## src/rtl/neuron_target_gen39_if.sv

```systemverilog
// neuron_target_gen39_if: bundles the request (start/layer_out/label) and the
// result/status signals of the 39-neuron training-target generator.
// master = the side that issues samples, slave = the generator itself.
`timescale 1ns/1ps
interface neuron_target_gen39_if #(
  parameter int DATA_W = 8,
  parameter int CNT_W  = 16
);
  logic                   start;
  logic [38:0][DATA_W-1:0] layer_out;
  logic [5:0]             label;
  logic                   busy;
  logic [38:0][DATA_W-1:0] expected_out;
  logic [5:0]             pred_class;
  logic                   pred_correct;
  logic                   done;
  logic                   learn;
  logic [CNT_W-1:0]       hits;
  logic [CNT_W-1:0]       total;

  modport master (
    output start, layer_out, label,
    input  busy, expected_out, pred_class, pred_correct, done, learn, hits, total
  );

  modport slave (
    input  start, layer_out, label,
    output busy, expected_out, pred_class, pred_correct, done, learn, hits, total
  );
endinterface

```

## src/rtl/neuron_target_gen39.sv

```systemverilog
// neuron_target_gen39: captures 39 layer outputs plus a label, scans them one
// per cycle for the argmax, then writes a training target vector that moves
// each output 2^-SHIFT of the way toward its ideal (1.0 for the labelled class,
// 0 elsewhere). Unlabelled samples (label >= 39) get the outputs echoed back.
// Optional hit/total statistics counters: define NEURON_TARGET_STATS_EN.
`timescale 1ns/1ps
module neuron_target_gen39 #(
  parameter int DATA_W = 8,
  parameter int SHIFT  = 2,
  parameter int CNT_W  = 16
) (
  input  logic                   clock,
  input  logic                   reset,
  neuron_target_gen39_if.slave   bus
);

  localparam int N = 39;
  localparam logic [DATA_W-1:0] MAX = {DATA_W{1'b1}};

  typedef enum logic [1:0] {IDLE, SCAN, TARGET, EMIT} state_t;

  state_t                  state_q, state_d;
  logic [N-1:0][DATA_W-1:0] cap_q, cap_d;
  logic [5:0]              lab_q, lab_d;
  logic [5:0]              idx_q, idx_d;
  logic [5:0]              best_idx_q, best_idx_d;
  logic [DATA_W-1:0]       best_val_q, best_val_d;
  logic [N-1:0][DATA_W-1:0] exp_q, exp_d;
  logic [5:0]              pred_q, pred_d;
  logic                    corr_q, corr_d;

  logic                    labelled;
  logic                    correct_c;
  logic [DATA_W-1:0]       cur_val;

  // One learning step: cur + ((tgt - cur) >>> SHIFT) in signed W+1 bits.
  // The floor shift never overshoots the target, so the result stays in range.
  function automatic logic [DATA_W-1:0] step_toward(input logic [DATA_W-1:0] cur,
                                                    input logic [DATA_W-1:0] tgt);
    logic signed [DATA_W:0] diff;
    logic signed [DATA_W:0] res;
    diff = $signed({1'b0, tgt}) - $signed({1'b0, cur});
    res  = $signed({1'b0, cur}) + (diff >>> SHIFT);
    return res[DATA_W-1:0];
  endfunction

  assign labelled  = (lab_q < 6'(N));
  assign correct_c = labelled && (best_idx_q == lab_q);
  assign cur_val   = cap_q[idx_q];

  // FSM state register
  always_ff @(posedge clock or posedge reset) begin
    if (reset) state_q <= IDLE;
    else       state_q <= state_d;
  end

  // FSM next-state logic
  always_comb begin
    state_d = state_q;
    case (state_q)
      IDLE:    if (bus.start) state_d = SCAN;
      SCAN:    if (idx_q == 6'(N-1)) state_d = TARGET;
      TARGET:  state_d = EMIT;
      EMIT:    state_d = IDLE;
      default: state_d = IDLE;
    endcase
  end

  // FSM outputs: status flags decoded from the current state
  always_comb begin
    bus.busy  = (state_q != IDLE);
    bus.done  = (state_q == EMIT);
    bus.learn = (state_q == EMIT) && labelled;
  end

  // Datapath next-state: capture, sequential argmax scan, parallel target write
  always_comb begin
    cap_d      = cap_q;
    lab_d      = lab_q;
    idx_d      = idx_q;
    best_idx_d = best_idx_q;
    best_val_d = best_val_q;
    exp_d      = exp_q;
    pred_d     = pred_q;
    corr_d     = corr_q;
    case (state_q)
      IDLE: begin
        if (bus.start) begin
          cap_d      = bus.layer_out;
          lab_d      = bus.label;
          idx_d      = '0;
          best_idx_d = '0;
          best_val_d = '0;
        end
      end
      SCAN: begin
        // strict compare: ties keep the earlier (lower) index
        if (cur_val > best_val_q) begin
          best_val_d = cur_val;
          best_idx_d = idx_q;
        end
        idx_d = idx_q + 6'd1;
      end
      TARGET: begin
        for (int i = 0; i < N; i++) begin
          if (labelled)
            exp_d[i] = step_toward(cap_q[i], (lab_q == 6'(i)) ? MAX : '0);
          else
            exp_d[i] = cap_q[i];
        end
        pred_d = best_idx_q;
        corr_d = correct_c;
      end
      default: ;
    endcase
  end

  // Datapath registers; reset aborts any sample and clears visible results
  always_ff @(posedge clock or posedge reset) begin
    if (reset) begin
      cap_q      <= '0;
      lab_q      <= '0;
      idx_q      <= '0;
      best_idx_q <= '0;
      best_val_q <= '0;
      exp_q      <= '0;
      pred_q     <= '0;
      corr_q     <= 1'b0;
    end else begin
      cap_q      <= cap_d;
      lab_q      <= lab_d;
      idx_q      <= idx_d;
      best_idx_q <= best_idx_d;
      best_val_q <= best_val_d;
      exp_q      <= exp_d;
      pred_q     <= pred_d;
      corr_q     <= corr_d;
    end
  end

  assign bus.expected_out = exp_q;
  assign bus.pred_class   = pred_q;
  assign bus.pred_correct = corr_q;

`ifdef NEURON_TARGET_STATS_EN
  logic [CNT_W-1:0] hits_q, hits_d;
  logic [CNT_W-1:0] total_q, total_d;

  // Increment that sticks at all-ones
  function automatic logic [CNT_W-1:0] sat_inc(input logic [CNT_W-1:0] v);
    return (v == {CNT_W{1'b1}}) ? v : v + CNT_W'(1);
  endfunction

  // Statistics update at the TARGET edge of labelled samples only
  always_comb begin
    hits_d  = hits_q;
    total_d = total_q;
    if (state_q == TARGET && labelled) begin
      total_d = sat_inc(total_q);
      if (correct_c) hits_d = sat_inc(hits_q);
    end
  end

  // Statistics registers, cleared only by reset
  always_ff @(posedge clock or posedge reset) begin
    if (reset) begin
      hits_q  <= '0;
      total_q <= '0;
    end else begin
      hits_q  <= hits_d;
      total_q <= total_d;
    end
  end

  assign bus.hits  = hits_q;
  assign bus.total = total_q;
`else
  assign bus.hits  = '0;
  assign bus.total = '0;
`endif

endmodule

```

## src/flat_wrapper.sv

```systemverilog
// flat-port wrapper written by rule: the top's interface ports become plain ports
module neuron_target_gen39_flat 
#(
  parameter int DATA_W = 8,
  parameter int SHIFT  = 2,
  parameter int CNT_W  = 16
)
  (clock, reset, bus_start, bus_layer_out, bus_label, bus_busy, bus_expected_out, bus_pred_class, bus_pred_correct, bus_done, bus_learn, bus_hits, bus_total);
  neuron_target_gen39_if #(.DATA_W(DATA_W), .CNT_W(CNT_W)) bus_i ();
  input  logic clock;
  input  logic reset;
  input wire logic [$bits(bus_i.start)-1:0] bus_start;
  input wire logic [$bits(bus_i.layer_out)-1:0] bus_layer_out;
  input wire logic [$bits(bus_i.label)-1:0] bus_label;
  output wire logic [$bits(bus_i.busy)-1:0] bus_busy;
  output wire logic [$bits(bus_i.expected_out)-1:0] bus_expected_out;
  output wire logic [$bits(bus_i.pred_class)-1:0] bus_pred_class;
  output wire logic [$bits(bus_i.pred_correct)-1:0] bus_pred_correct;
  output wire logic [$bits(bus_i.done)-1:0] bus_done;
  output wire logic [$bits(bus_i.learn)-1:0] bus_learn;
  output wire logic [$bits(bus_i.hits)-1:0] bus_hits;
  output wire logic [$bits(bus_i.total)-1:0] bus_total;
  assign bus_i.start = bus_start;
  assign bus_i.layer_out = bus_layer_out;
  assign bus_i.label = bus_label;
  assign bus_busy = bus_i.busy;
  assign bus_expected_out = bus_i.expected_out;
  assign bus_pred_class = bus_i.pred_class;
  assign bus_pred_correct = bus_i.pred_correct;
  assign bus_done = bus_i.done;
  assign bus_learn = bus_i.learn;
  assign bus_hits = bus_i.hits;
  assign bus_total = bus_i.total;
  neuron_target_gen39 #(.DATA_W(DATA_W), .SHIFT(SHIFT), .CNT_W(CNT_W)) u_core (.clock(clock), .reset(reset), .bus(bus_i));
endmodule
```

## config.mk

```make
export PLATFORM = sky130hd
export DESIGN_NAME = neuron_target_gen39_flat
export DESIGN_NICKNAME = d
export VERILOG_FILES = /design/src/rtl/neuron_target_gen39_if.sv /design/src/rtl/neuron_target_gen39.sv /design/src/flat_wrapper.sv
export SDC_FILE = /design/constraint.sdc
export NUM_CORES = 2
export LEC_CHECK = 0
export ABC_AREA = 1
export CAP_MARGIN = 20
export CORE_MARGIN = 5
export CORE_UTILIZATION = 52
export CTS_BUF_LIST = sky130_fd_sc_hd__clkbuf_4
export DETAILED_ROUTE_END_ITERATION = 16
export HOLD_SLACK_MARGIN = 0.12
export PLACE_DENSITY = 0.8
export SYNTH_ARGS = -nofsm -noshare
export SYNTH_HDL_FRONTEND = slang
export SYNTH_SLANG_ARGS = --single-unit
```

## constraint.sdc

```tcl
create_clock -name clock -period 25.9 [get_ports clock]
set_input_delay 7.77 -clock clock [delete_from_list [all_inputs] [get_ports clock]]
set_output_delay 7.77 -clock clock [all_outputs]
set_load 0.01 [all_outputs]
```

==> results.sh <==
export IMPL_fin_util_pct=62.62
export IMPL_synth_seq_cells=659
export IMPL_yosys_top_cells_count="nand2_1 (1934), o21ai_0 (774), inv_1 (699)"
export IMPL_drtIter0Drc=4652
export IMPL_drc=0
export IMPL_die_x_um=314.6
export IMPL_post_route_period_util_pct=41.71
export IMPL_cts_buffers=179
export IMPL_final_hold_violation_count=0
export IMPL_outcome="complete, but fails checks"
export IMPL_r2r_slack_ns=20.21
export IMPL_worst_ep_required_time_ns=18.13
export IMPL_crit_path_start_kind="flip-flop"
export IMPL_grt_max_degree=216
export IMPL_cp_max_fo=27
export IMPL_fin_tns_setup_ns=0
export IMPL_wl_per_cell_um=19.65
export IMPL_yosysTopAreaCellShare_pct=34.17
export IMPL_grt_use_total_pct=33.23
export IMPL_path_clk_slew_ns=0.07
export IMPL_hold_depth=2
export IMPL_routed_wl_um=170100
export IMPL_worst_pin_slew_ns=1.525
export IMPL_drv_cap=0
export IMPL_drt_pass1_iter_count=6
export IMPL_drive_gt1_share_pct=5.589
export IMPL_grt_pass1_wl_um=261000
export IMPL_syn_instance_count=6707
export IMPL_postCtsSetupRepairBufs=0
export IMPL_ctsHoldBuffers=0
export IMPL_h_tree_depth=4
export IMPL_fillers=8192
export IMPL_dieHeight_um=314.6
export IMPL_dp_hpwl_um=124500
export IMPL_vias=49117
export IMPL_start_util_pct=52.48
export IMPL_yosysUniqueCellTypes=53
export IMPL_dp_worst_setup_slack_ns=14.55
export IMPL_p_per_area_nw_per_um2=169.3
export IMPL_yosysSeqAreaShare_pct=34.17
export IMPL_timing_rr_start="u_core.idx_q[0]"
export IMPL_synthesis_area_um2=48260
export IMPL_min_to="u_core.bus.expected_out[122]"
export IMPL_rsz0062_at_grt="false"
export IMPL_synth_edf_count=0
export IMPL_rows=111
export IMPL_hold_path_class="flip-flop to flip-flop"
export IMPL_cts_sinks=659
export IMPL_synth_top_area_cell="dfrtp_1"
export IMPL_synth_flop_cell="dfrtp_1"
export IMPL_clock_path_buffers=3
export IMPL_ys_top_cells_by_area="dfrtp_1 (34%), nand2_1 (15%), ha_1 (9.3%)"
export IMPL_cp_arrival_ns=3.03
export IMPL_cts_resized=0
export IMPL_critPathKind="flip-flop to primary output"
export IMPL_fin_crit_ns=10.80
export IMPL_via_per_inst=5.673
export IMPL_place_gp_congestion=0.9453
export IMPL_die_area_um2=98990
export IMPL_fmax_ghz=0.09256
export IMPL_relSlewSlack_pct=-1.661
export IMPL_fin_skew_ns=0.05901
export IMPL_synth_most_common_cell="nand2_1"
export IMPL_vdd_drop_max_v=0.0001066
export IMPL_area_growth_pct=19.31
export IMPL_setup_viol=0
export IMPL_grt_pass1_vias=46680
export IMPL_cts_root_buf="clkbuf_4"
export IMPL_worstHoldStart="u_core.bus.expected_out[122]"
export IMPL_ant_nets=0
export IMPL_async_flop_share_pct=100.0
export IMPL_total_leakage_power_nw=28.09
export IMPL_grt_ovfl_total=0
export IMPL_ff2ff_path_depth=22
export IMPL_slew_viol_final=32
export IMPL_yosys_warnings=0
export IMPL_syn_area_per_cell_um2=7.195
export IMPL_pin_count=675
export IMPL_grt_antenna_before_repair=7
export IMPL_cts_tree="built"
export IMPL_clk_latency_ns=1.08
export IMPL_io_buffers=642
export IMPL_fin_nets=7994
export IMPL_holdWs_ns=0.4799
export IMPL_failed_checks="slew limit"
export IMPL_regToRegEndpoint="u_core.best_val_q[0]"
export IMPL_coreArea_um2=91940
export IMPL_cp_end_kind="primary output"
export IMPL_setup_slack_ns=15.10
==> metrics by stage <==
stage                     power [mW]  instance area [µm²]  std cells
final                          9.747                57580       8658
after floorplan                6.630                48380       6738
after global placement         8.473                55320       8341
after global routing           10.69                57570       8657
after CTS                      9.677                57510       8649
after detailed placement       8.682                55320       8341
==> power breakdown <==
| part | internal, mW | switching, mW |
|---|---|---|
| clock | 0.469 | 0.475 |
| sequential | 1.55 | 0.637 |
| combinational | 2.63 | 3.99 |
| total | 4.65 | 5.10 |
==> layout make-up <==
| cell class | instances | area, µm² | area share [%] |
|---|---|---|---|
| diodes | 7 | 17.52 | 0.03042 |
| clock buffers | 261 | 1959 | 3.403 |
| clock inverters | 47 | 230.2 | 0.3999 |
| inverters | 727 | 2755 | 4.785 |
| multi-input cells | 5038 | 27820 | 48.32 |
| flip-flops and latches | 659 | 16500 | 28.66 |
| well taps | 1243 | 1555 | 2.701 |
| repair buffers | 676 | 6739 | 11.70 |
==> critical path: stages (launching register included) <==
cell	delay, ns
dfrtp_1	0.46
inv_1	0.14
nor2_2	0.24
nand3_1	0.16
nand2_4	0.39
nor2_1	0.09
clkdlybuf4s50_1	0.50
==> registers in the layout (all words and copies together), names as in the netlist <==
signal,flops
u_core.lab_q,6
u_core.best_val_q,8
u_core.idx_q,6
u_core.best_idx_q,6
u_core.cap_q,312
u_core.bus.pred_correct,1
u_core.bus.expected_out,312
u_core.state_q,2
u_core.bus.pred_class,6
==> kinds of logic after synthesis <==
logic type | Yosys count | synth area share [%]
AO/OA/AOI/OAI | 1443 | 16.76
flip-flops | 659 | 34.17
adder cells (fa/ha/maj) | 392 | 10.69
XOR/XNOR | 295 | 5.354
buffers and inverters | 1041 | 8.474
other | 1 | 0.007771
AND/OR/NAND/NOR | 2876 | 24.54
==> worst max-delay path by stage <==
| stage | slack, ns | startpoint | endpoint |
|---|---|---|---|
| 6_report | 15.10 | u_core.lab_q[5] | bus_learn |
| 5_1_grt | 14.87 | u_core.lab_q[5] | bus_learn |
| 4_1_cts | 14.98 | u_core.lab_q[5] | bus_learn |
| 3_5_place_dp | 14.55 | reset | u_core.bus.expected_out[7] |
| 3_3_place_gp | 14.58 | reset | u_core.bus.expected_out[5] |
| 2_1_floorplan | 9.12 | reset | u_core.best_idx_q[0] |
==> cell usage in the layout (no fill, tap or decap), types with 38 or more instances in the layout <==
| master | Yosys | routed |
|---|---|---|
| a21oi_1 | 314 | 314 |
| a31oi_1 | 69 | 69 |
| clkbuf_4 | 0 | 261 |
| clkdlybuf4s50_1 | 0 | 642 |
| dfrtp_1 | 659 | 656 |
| ha_1 | 358 | 357 |
| inv_1 | 699 | 698 |
| nand2_1 | 1934 | 1930 |
| nand3_1 | 368 | 368 |
| nand4_1 | 59 | 59 |
| nor2_1 | 352 | 352 |
| nor3_1 | 38 | 38 |
| o2111ai_1 | 44 | 44 |
| o211ai_1 | 117 | 117 |
| o21ai_0 | 774 | 774 |
| xnor2_1 | 117 | 117 |
| xor2_1 | 178 | 178 |
==> routing by layer <==
layer  global-route usage [%]  wire (µm)
met5                        0          0
met4                    18.74      10520
met3                    6.629      13940
met2                    52.63      77030
met1                    42.70      68650
Note: power is estimated with default switching activity, not from simulation.
